[src/rtl/branch_ctrl.sv]
// -----------------------------------------------------------------------------
// branch_ctrl
//
// Branch prediction and redirect controller for the 5-stage pipeline.
//   - Fetch side: a bimodal table of 2-bit saturating counters, indexed by
//     PC word address, gives a registered taken/not-taken prediction.
//   - Execute side: the resolved outcome is compared with the prediction that
//     travelled down the pipe. The matching counter is trained, and on a
//     mispredict a one-shot IF flush plus a PC redirect is raised. The
//     redirect is held until the pipeline is no longer stalled.
//
// Build option:
//   BRANCH_PRED_EN defined   -> bimodal history table present.
//   BRANCH_PRED_EN undefined -> static not-taken. There is no table storage.
//                               PredTaken is constant 0, every taken branch
//                               redirects to ExTarget, and the redirect
//                               handshake is unchanged.
//
// Parameters:
//   BHT_ENTRIES  number of 2-bit counters (power of two, >= 2)
//   ADDR_W       PC / target width
//
// Ports:
//   CLK            clock, rising edge
//   nRST           synchronous active-low reset
//   IfValid        fetch stage holds a valid PC
//   IfPC           fetch PC
//   PredTaken      registered prediction for IfPC (valid in ID)
//   ExBranch       execute stage holds a conditional branch
//   ExPC           PC of that branch
//   ExTarget       computed taken target
//   ExPredTaken    prediction carried down with the branch
//   Taken          resolved branch outcome
//   Stall          pipeline stalled, no stage advances
//   Flush          kill the IF-stage instruction (one cycle per redirect)
//   RedirectValid  RedirectPC must be loaded into the PC
//   RedirectPC     corrected fetch address
// -----------------------------------------------------------------------------
module branch_ctrl #(
   parameter int BHT_ENTRIES = 64,
   parameter int ADDR_W      = 32
) (
   input  logic              CLK,
   input  logic              nRST,
   input  logic              IfValid,
   input  logic [ADDR_W-1:0] IfPC,
   output logic              PredTaken,
   input  logic              ExBranch,
   input  logic [ADDR_W-1:0] ExPC,
   input  logic [ADDR_W-1:0] ExTarget,
   input  logic              ExPredTaken,
   input  logic              Taken,
   input  logic              Stall,
   output logic              Flush,
   output logic              RedirectValid,
   output logic [ADDR_W-1:0] RedirectPC
);

   localparam int IDX_W = $clog2(BHT_ENTRIES);

   typedef enum logic {
      IDLE  = 1'b0,
      REDIR = 1'b1
   } stateT;

   stateT             stateReg, stateNext;
   logic              flushNext;
   logic              redirValidNext;
   logic [ADDR_W-1:0] redirPcNext;

   logic              resolveEvt;
   logic              mispredict;
   logic [ADDR_W-1:0] redirTarget;

   // A branch is resolved only when the pipe advances and no redirect is
   // already in flight. While REDIR is active, the branch in EX is on the
   // wrong path and must not be allowed to train the table.
   assign resolveEvt = ExBranch & ~Stall & (stateReg == IDLE);

`ifdef BRANCH_PRED_EN
   logic [IDX_W-1:0]       ifIdx;
   logic [IDX_W-1:0]       exIdx;
   logic [BHT_ENTRIES-1:0] ctrMsb;
   logic                   unusedIfPcBits;

   assign ifIdx = IfPC[IDX_W+1:2];
   assign exIdx = ExPC[IDX_W+1:2];

   assign unusedIfPcBits = ^{IfPC[ADDR_W-1:IDX_W+2], IfPC[1:0]};

   // One saturating counter per entry. It resets to weakly not-taken.
   for (genvar gi = 0; gi < BHT_ENTRIES; gi++) begin : bhtGen
      logic [1:0] ctrReg;

      always_ff @(posedge CLK) begin
         if (!nRST) begin
            ctrReg <= 2'b01;
         end else if (resolveEvt && (exIdx == IDX_W'(gi))) begin
            if (Taken && (ctrReg != 2'b11)) begin
               ctrReg <= ctrReg + 2'd1;
            end else if (!Taken && (ctrReg != 2'b00)) begin
               ctrReg <= ctrReg - 2'd1;
            end
         end
      end

      assign ctrMsb[gi] = ctrReg[1];
   end

   // The table read uses the counter values from before this edge, so a
   // same-cycle train of the same entry is not bypassed.
   always_ff @(posedge CLK) begin
      if (!nRST) begin
         PredTaken <= 1'b0;
      end else if (!Stall) begin
         PredTaken <= IfValid & ctrMsb[ifIdx];
      end
   end

   assign mispredict  = resolveEvt & (Taken != ExPredTaken);
   // The not-taken fall-through skips the delay slot.
   assign redirTarget = Taken ? ExTarget : (ExPC + ADDR_W'(8));
`else
   logic unusedStaticInputs;

   assign unusedStaticInputs = ^{IfValid, IfPC, ExPC, ExPredTaken};

   assign PredTaken   = 1'b0;
   assign mispredict  = resolveEvt & Taken;
   assign redirTarget = ExTarget;
`endif

   // Redirect sequencer. All outputs are registered. Flush is high only in
   // the first REDIR cycle. RedirectValid and RedirectPC are held until
   // the pipeline advances.
   always_comb begin
      stateNext      = stateReg;
      flushNext      = 1'b0;
      redirValidNext = 1'b0;
      redirPcNext    = '0;
      unique case (stateReg)
         IDLE: begin
            if (mispredict) begin
               stateNext      = REDIR;
               flushNext      = 1'b1;
               redirValidNext = 1'b1;
               redirPcNext    = redirTarget;
            end
         end
         REDIR: begin
            if (Stall) begin
               redirValidNext = 1'b1;
               redirPcNext    = RedirectPC;
            end else begin
               stateNext = IDLE;
            end
         end
         default: stateNext = IDLE;
      endcase
   end

   always_ff @(posedge CLK) begin
      if (!nRST) begin
         stateReg      <= IDLE;
         Flush         <= 1'b0;
         RedirectValid <= 1'b0;
         RedirectPC    <= '0;
      end else begin
         stateReg      <= stateNext;
         Flush         <= flushNext;
         RedirectValid <= redirValidNext;
         RedirectPC    <= redirPcNext;
      end
   end

endmodule
[config.mk]
export PLATFORM = sky130hd
export DESIGN_NAME = branch_ctrl
export DESIGN_NICKNAME = d
export VERILOG_FILES = /design/src/rtl/branch_ctrl.sv
export SDC_FILE = /design/constraint.sdc
export NUM_CORES = 1
export LEC_CHECK = 0
export CAP_MARGIN = 15
export CORE_ASPECT_RATIO = 0.8
export CORE_UTILIZATION = 26
export DETAILED_ROUTE_END_ITERATION = 10
export PLACE_DENSITY = 0.83
export RECOVER_POWER = 25
export SETUP_SLACK_MARGIN = 0.4
export SYNTH_ARGS = -nofsm -noshare
export SYNTH_HDL_FRONTEND = slang
export SYNTH_SLANG_ARGS = --single-unit
[constraint.sdc]
create_clock -name CLK -period 1.61 [get_ports CLK]
set_clock_uncertainty 0.15 [all_clocks]
set_input_delay 0.2415 -clock CLK [delete_from_list [all_inputs] [get_ports CLK]]
set_output_delay 0.2415 -clock CLK [all_outputs]
set_load 0.05 [all_outputs]
== Yosys cells after proc, flatten, opt, wreduce, memory -nomap -nowiden ==
Index checks and enable logic that the tools add are counted.

* Reduce and logical (&&, ||, !) cells: 1
* Equality and inequality tests: 1
* Multiplexer cells: 6
* Bitwise operators: 6

{| class="wikitable"
|+ Operator list
! kind !! number
|-
| $mux W32 || 2
|-
| $pmux W32 S2 || 1
|-
| $and A1 B1 Y1 || 3
|-
| $not A1 Y1 || 3
|-
| $mux W1 || 2
|-
| $ne A2 B2 Y1 const B || 1
|-
| $pmux W1 S2 || 1
|-
| $reduce_or A2 Y1 || 1
|}

* Bits of input ports: 103
* Flip-flop bits (word level): 34
* Output and inout port bits: 35

== Longest topological paths before layout ==
Gate-level depths: netlist (run 1).

* Depth in word-level cells: 6
* Mapped depth: 5

== Worst setup path after synthesis (run 1) ==
Ideal clock, no wire load.

* Path kind: flip-flop to flip-flop
* From: register stateReg
* To: register RedirectPC[0]
* Data arrival time: 1.385 ns
* Slack: -0.042 ns
* Cell stages (with the launch flop): 5
* Path buffers: 2
* Path through: dfxtp_1 and4bb_1 buf_6 buf_6 a32o_1

* Longest elaborated chain between the ends: 5
* Elaborated cells between the ends (all ways): 6
* Those cells by class: 1 x eq/ne; 2 x mux; 3 x bitwise

{| class="wikitable"
|+ Ends and longest elaborated chain
! what !! RTL line !! source
|-
| start, declared || 66 || <nowiki>stateT stateReg, stateNext;</nowiki>
|-
| start signal, assigned || 169 || <nowiki>stateReg <= stateNext;</nowiki>
|-
| $not A1 Y1 || n/a ||
|-
| $and A1 B1 Y1 || 78 || <nowiki>assign resolveEvt = ExBranch & ~Stall & (stateReg == IDLE);</nowiki>
|-
| $and A1 B1 Y1 || 129 || <nowiki>assign mispredict = resolveEvt & Taken;</nowiki>
|-
| $mux W32 || 143 || <nowiki>if (mispredict) begin</nowiki>
|-
| $pmux W32 S2 || 141 || <nowiki>unique case (stateReg)</nowiki>
|-
| end signal, assigned || 172 || <nowiki>RedirectPC <= redirPcNext;</nowiki>
|-
| end, declared || 56 || <nowiki>output logic [ADDR_W-1:0] RedirectPC</nowiki>
|}

Several ways; a longest one is shown, not always the timed one.
A chain may end at the register's enable or synchronous reset.

== Worst setup path after layout (run 1) ==
* From: register stateReg
* To: register RedirectPC[2]

Same word-level chain as after synthesis.

==> results summary, run 1 <==
The power per standard cell area is around 740 mW/mm^2. The number of nets in the synthesized netlist is approximately 190. The required time of the critical path is between 1.5 and 2 ns.

The maximum number of pins on one net before global-route repair is 21. Counting distinct cell types in the post-synthesis netlist gives 10. The area of the core region is about 0.0042 mm^2. The filler cell count in the final layout came out at between 300 and 400. The area of the multi-input gates is between 300 and 400 um^2. From bottom edge to top edge, the die measures 61.81 um.

The worst setup path is launched from a flip-flop. For this run, the detailed router's first-pass iteration total came to 4. The final layout contains about 260 nets. The cell-internal power is 1.369 mW.

Setup violations remaining at the end of the flow were counted as 0. The static leakage came out at a little over 0.9 nW. The chip width is roughly 77 um. For this run, the top clock speed supported by timing is around 780 MHz. The number of placed instances, taps included, is a little over 200. The quantity of I/O buffers inserted on ports came out at 70. Combinational logic burns between 10% and 20% of the power.

The number of warning messages in the yosys log is 0. The worst-case IR drop observed on VDD is 452.2 uV. sky130_fd_sc_hd__dfxtp_1 takes more of the synthesized area than any other cell. Along the worst hold path, the cell count comes to 1. The HPWL reported at the end of detailed placement came out at 2.202 mm. The fraction of power spent switching nets came out at a little under a quarter.

The clock reaches the later pin of the worst-skew pair after 0.27 ns. Setup repair after global routing could not meet its margin everywhere. In the post-synthesis netlist, the biggest area contributors are sky130_fd_sc_hd__dfxtp_1, sky130_fd_sc_hd__a32o_1, sky130_fd_sc_hd__buf_6. The number of buffers inserted by hold repair at cts is 0.

CTS saw 34 sinks. The H-tree level count is 2. The total negative slack is 0 ns. The worst setup path is captured at a flip-flop. The final routed wire length divided by cell count came out at between 15 and 20 um.

The first routing iteration left 46 violations. The count of maximum capacitance violations is 0. Using the TritonRoute via totals, the vias-per-cell ratio works out to about 4.9. TritonCTS created 5 clock buffers. The wire length of the first global-routing pass came out at 5.216 mm. The die footprint is 0.004744 mm^2. The sequential fraction of design power is 48.5%. The flow ran to the end, and the final reports show no timing, DRC or antenna violations. The total count of max-transition violations in the final report came out at 0. The fraction of post-synthesis cell area in the top cell type by area came out at 58.56%. The aggregate global routing overflow is 0. The peak fanout along the critical path is 10. The routed wire length is approximately 3.7 mm. The final cell count without fillers came out at between 200 and 250. The data arrival time at the worst-slack endpoint came out at 1.35 ns. The number of routed nets with antenna violations is 0. A synthesized cell averages between 10 and 15 um^2. The mapped netlist covers ~0.0012 mm^2. The total routing usage reported by global routing came out at 14.79%. The via count came out at about 1100. The startpoint-to-endpoint class of the critical path is reg -> reg.

The congestion estimate from routability-driven global placement came to ~0.65. The initial core utilization came out at approximately 27%. The number of flip-flops and latches in the synthesized netlist is 34. The number of diodes added for antenna fixing is 0. The CTS clock-pin slew for the worst setup and hold paths is ~0.07 ns.

The number of cells on the worst reg-to-reg path is 3. The placement row count is 21. The power dissipated by switching net loads is 429.6 uW. Cells with a size suffix above 1 make up a little over two fifths of the layout. The clock tree from TritonCTS is done. The area used by sequential logic in the layout is between 700 and 800 um^2. The path class of the tightest hold or removal check is reg -> reg. The post-route minimum period came out at approximately 1.3 ns. Measured on the finished design, the core utilization comes to 57.20%. The number of antenna violations at the first check in global routing is 0. The post-synthesis to final-layout area growth is 108.2%. The final period utilization came out at between 80% and 90%. The root buffer cell chosen for the clock tree is sky130_fd_sc_hd__clkbuf_8. For this run, design rule violations remaining after detail routing come to 0. The via count of the first global-routing pass came out at 1035. The final hold violation count is 0. The sequential element share of the synthesized area is 58.56%. In this run the deepest clock path goes through 2 buffers. The clock network accounts for between 30% and 40% of the total power. The top-level I/O count is ~140. The gate count after technology mapping came out at 84.
## worst paths after layout
| kind | start | to | slack, ns |
|---|---|---|---|
| setup / recovery | stateReg | RedirectPC[2] | 0.32 |
| setup reg to reg | stateReg | RedirectPC[2] | 0.32 |
| hold reg to reg | RedirectPC[4] | RedirectPC[4] | 0.34 |
| hold / removal | RedirectPC[4] | RedirectPC[4] | 0.34 |
## final cells by class
type	count	share of cell area, %
Clock buffer	7	3.568
Timing Repair Buffer	77	47.83
Tap cell	57	2.947
Sequential cell	34	28.96
Clock inverter	1	0.2068
Multi-Input combinational cell	40	16.49
## cell usage after synthesis, drive strengths merged
library cell / instances
buf: 10
and2: 1
and3: 1
a21o: 1
conb: 1
a32o: 32
and4bb: 1
dfxtp: 34
clkbuf: 3
## worst max-delay path, cell delays in order, from the launching register on
cell and delay (ns):
sky130_fd_sc_hd__dfxtp_4 0.34, sky130_fd_sc_hd__and4bb_4 0.41, sky130_fd_sc_hd__buf_12 0.15, sky130_fd_sc_hd__a32o_1 0.16
## flip-flops by register name, summed over array words and instances (netlist names)
name / count
Flush: 1
RedirectPC: 32
stateReg: 1
## power groups by stage
stage | Clock, mW | Sequential [mW] | Combinational (mW)
after floorplan | 0 | 0.936 | 0.0565
after global placement | 0 | 0.890 | 0.260
after detailed placement | 0 | 0.891 | 0.263
after CTS | 0.656 | 0.871 | 0.282
after global routing | 0.699 | 0.873 | 0.302
final | 0.638 | 0.872 | 0.289
## per-stage QoR
stage          worst slack (ns)  area (um^2)  power [mW]  hold WS (ns)
6_report                 0.3204         2420       1.799        0.3444
5_1_grt                  0.2826         2420       1.874        0.3676
4_1_cts                  0.3045         2361       1.809        0.3544
3_5_place_dp           -0.08900         2188       1.154        0.3685
3_3_place_gp           -0.05208         2188       1.149        0.3615
2_1_floorplan            0.2360         1166      0.9924        0.2456
## layout by cell type, fill, tap and decap left out, drive strengths merged
cell type	Yosys	layout
and3	1	4
clkinv	0	1
a21o	1	1
and2	1	1
and4bb	1	1
clkdlybuf4s50	0	32
dlymetal6s2s	0	3
dlygate4sd2	0	1
clkbuf	3	8
dfxtp	34	34
a32o	32	32
buf	10	40
conb	1	1
## timing repair
item / CTS / global route
setup endpoints to repair: 44 / 59
pin swaps: 2 / 3
cloned: 3 / 2
setup buffers: 1 / 0
resized for setup: 17 / 28
endpoints found under the hold margin: 0 / 0
## metal layers
| layer | share of wire (%) | vias to the layer above | GRT usage (%) |
|---|---|---|---|
| met5 | 0 | - | 0 |
| met4 | 0.74 | 0 | 6.868 |
| met3 | 7.5 | 2 | 5.109 |
| met2 | 48 | 50 | 26.15 |
| met1 | 44 | 522 | 16.65 |
| li1 | - | 495 | - |
## kinds of logic (layout without fill, tap and decap cells)
kind of cell / count (synthesis) / after routing / synth area share [%]
DFF: 34 / 34 / 58.56
AOI/OAI and AO/OA: 33 / 33 / 28.20
buffers and inverters: 13 / 85 / 10.33
and+or+nand+nor: 3 / 6 / 2.584
other: 1 / 1 / 0.3226
(Power assumes the default switching activity.)
==> run 2: changes to the inputs <==
--- a/config.mk
+++ b/config.mk
@@ -7,9 +7,9 @@
 export LEC_CHECK = 0
 export CAP_MARGIN = 15
 export CORE_ASPECT_RATIO = 0.8
-export CORE_UTILIZATION = 26
+export CORE_UTILIZATION = 24
 export DETAILED_ROUTE_END_ITERATION = 10
-export PLACE_DENSITY = 0.83
+export PLACE_DENSITY = 0.81
 export RECOVER_POWER = 25
 export SETUP_SLACK_MARGIN = 0.4
 export SYNTH_ARGS = -nofsm -noshare
==> constraint.sdc (replaced) <==
create_clock -name CLK -period 1.06 [get_ports CLK]
set_clock_uncertainty 0.15 [all_clocks]
set_input_delay 0.159 -clock CLK [delete_from_list [all_inputs] [get_ports CLK]]
set_output_delay 0.159 -clock CLK [all_outputs]
set_load 0.05 [all_outputs]
==> run 2 against run 1 <==
Against the previous run: die area grew 8.1%; global-route usage fell by 1.5 points; via count down 2.2%; largest cell class unchanged; register-to-register slack worse by 0.52 ns; design area up 2.0%; fmax up 2.3%; first-iteration DRC count shrank 30%; wire length fell by 9.8%; utilization shrank 3.8 points; worst setup slack lost 0.52 ns; count of clock-buffer cells in the layout decreased by 1; the flow now finishes with violations (negative setup slack); combinational power grew 45%.
==> results summary, run 2 (synthesized netlist as in run 1, its figures left out) <==
The maximum number of pins on one net before global-route repair is 34 (+62%). The HPWL reported at the end of detailed placement is 2.394 mm (+8.7%). The total clock sinks came to 34 (unchanged). The count of maximum capacitance violations came out at 0 (unchanged). The combined buffer and inverter count along the critical path came out at 1 (unchanged). The final routed wire length divided by cell count is 15.26 um (-10%). The fmax is 793.5 MHz (+2.3%).

The final cell count without fillers is 217 (+0.46%). The placed cell count came out at 206 (+2.0%). Walking the worst path, the cells encountered are and4bb_4, clkbuf_16, a32o_1. The filler cell count in the final layout is 384 (+9.1%).

The clock latency of the later-clocked register in the worst-skew pair came out at 0.27 ns (about the same). The post-route minimum period is 1.260 ns (-0.02931 ns). The run finished, with violations left. The required time of the critical path is 1.12 ns (-0.55 ns). The wire length of the first global-routing pass is 5.078 mm (-2.6%). The post-layout worst setup margin came to -0.2003 ns (-0.5207 ns).

The checks that failed: negative setup slack. The die boundary height is 64.25 um (+3.9%). The number of optimization iterations in the first detailed-route pass was 4 (unchanged). The final hold violation count was 0 (unchanged). The capturing element type of the critical path is a flip-flop. In the layout the commonest cells are sky130_fd_sc_hd__clkdlybuf4s50_1, sky130_fd_sc_hd__buf_12, sky130_fd_sc_hd__dfxtp_4. The number of routed nets with antenna violations was 0 (unchanged). The data arrival time at the worst-slack endpoint is 1.32 ns (-0.03 ns). The area of the core region came out at 0.004624 mm^2 (+9.3%).

The count of unresolved DRC violations after routing came out at 0 (unchanged). The longest individual stage delay on the worst path came to 0.36 ns (-0.05 ns). The setup-violating endpoint count in the final report is 68 (+68). STA classifies the critical path startpoint as a flip-flop. The kind of cell adding the most delay to the critical path is simple AND/OR/NAND/NOR gates.

The top-level I/O count came out at 138 (unchanged). The largest voltage drop on the vdd net came out at 451.3 uV (-0.21%). The aggregate global routing overflow is 0 (unchanged). Setup repair after global routing could not meet its margin everywhere. The area used by sequential logic in the layout is 808.3 um^2 (+15%). The clock tree from TritonCTS is done. The setup slack at placement came out at -0.5561 ns (-0.4671 ns).

The final core utilization is 53.36% (-3.8 points). The number of antenna violations at the first check in global routing came out at 0 (unchanged). In this run the worst hold path is classified as reg -> reg.

The static leakage came to 0.9081 nW (-2.2%). The die footprint came out at 0.005127 mm^2 (+8.1%). The largest registers in the layout are RedirectPC x32, Flush x1, stateReg x1. The chip width came out at 79.81 um (+4.0%).

By startpoint and endpoint, the worst setup path is classified as reg -> reg. The number of flip-flops under the largest register name came out at 32 (unchanged). The via count of the first global-routing pass was 1085 (+4.8%).

The via count came out at 1046 (-2.2%). The power per standard cell area is 1036 mW/mm^2 (+39%). The total routing usage reported by global routing is 13.34% (-1.5 points). The number of DRC markers in iteration 0 is 32 (-30%). The quantity of I/O buffers inserted on ports came to 70 (unchanged). The total count of max-transition violations in the final report came out at 0 (unchanged).

The number of buffers created by CTS is 5 (unchanged). The routed wire length is 3.312 mm (-9.8%). The initial core utilization came out at 25.14% (-2.3 points). The final total power is 2.555 mW (+42%).

The CTS clock-pin slew for the worst setup and hold paths came out at 0.06 ns (about the same). The layout net count is 259 (-0.77%). The register-to-register setup slack is -0.20 ns (-0.52 ns). The final period utilization came to 118.9% (+39 points). The peak fanout along the critical path came to 12 (+2).

The final weighted congestion in routability-driven placement came out at 0.6244 (-4.1%). The area of the multi-input gates came out at 365.4 um^2 (-8.5%). The placement row count was 22 (+4.8%). The post-synthesis to final-layout area growth is 112.3%.

The share of cells above drive strength 1 is 53.50% (+11 points). The maximum clock path buffer count is 2 (unchanged). The root buffer cell chosen for the clock tree is sky130_fd_sc_hd__clkbuf_8. The via density per instance is 4.820 (-2.6%). The H-tree level count came to 2 (unchanged).

The number of diodes added for antenna fixing is 0 (unchanged). More flip-flops sit in one register than any other, and that register is RedirectPC. On the critical path, the stage with the largest delay is an instance of sky130_fd_sc_hd__and4bb_4.
## run 2: what timing repair did
action | in CTS | in global routing
gates cloned | 0 | 1
setup buffers | 1 | 1
setup endpoints to repair | 68 | 68
hold buffers | 0 | 0
gates resized for setup | 0 | 4
pin swaps | 1 | 2
## run 2: routing by layer
metal	vias to the layer above	global-route usage (%)	routed length [um]
met3	0	5.714	200
met5	-	0	0
met4	0	5.357	0
li1	486	-	-
met2	43	20.83	1678
met1	517	16.03	1433
## run 2: layout make-up
class | instances | share of cell area (%)
repair buffers | 78 | 46.10
clock buffers | 6 | 2.941
flip-flops and latches | 34 | 32.76
clock inverters | 2 | 0.3550
well taps | 60 | 3.043
multi-input cells | 37 | 14.81
## run 2: power by group
group          internal, mW  total (mW)  switching (mW)
sequential             1.23        1.26          0.0241
combinational         0.247       0.420           0.173
clock                 0.451       0.879           0.429
## run 2: worst paths after layout
| path | to | cells past startpoint | startpoint |
|---|---|---|---|
| worst max-delay path | RedirectPC[25] | 3 | stateReg |
| worst min-delay path | RedirectPC[31] | 1 | RedirectPC[31] |
| worst max register to register | RedirectPC[25] | 3 | stateReg |
| worst min register to register | RedirectPC[31] | 1 | RedirectPC[31] |
## run 2: per-stage QoR
step | cell area (um^2) | hold WS [ns] | setup TNS (ns)
6_report | 2467 | 0.3446 | -6.799
2_1_floorplan | 1290 | 0.1623 | -9.327
4_1_cts | 2425 | 0.3483 | -7.765
3_5_place_dp | 2336 | 0.3328 | -17.34
3_3_place_gp | 2336 | 0.3266 | -16.65
5_1_grt | 2467 | 0.3531 | -9.139
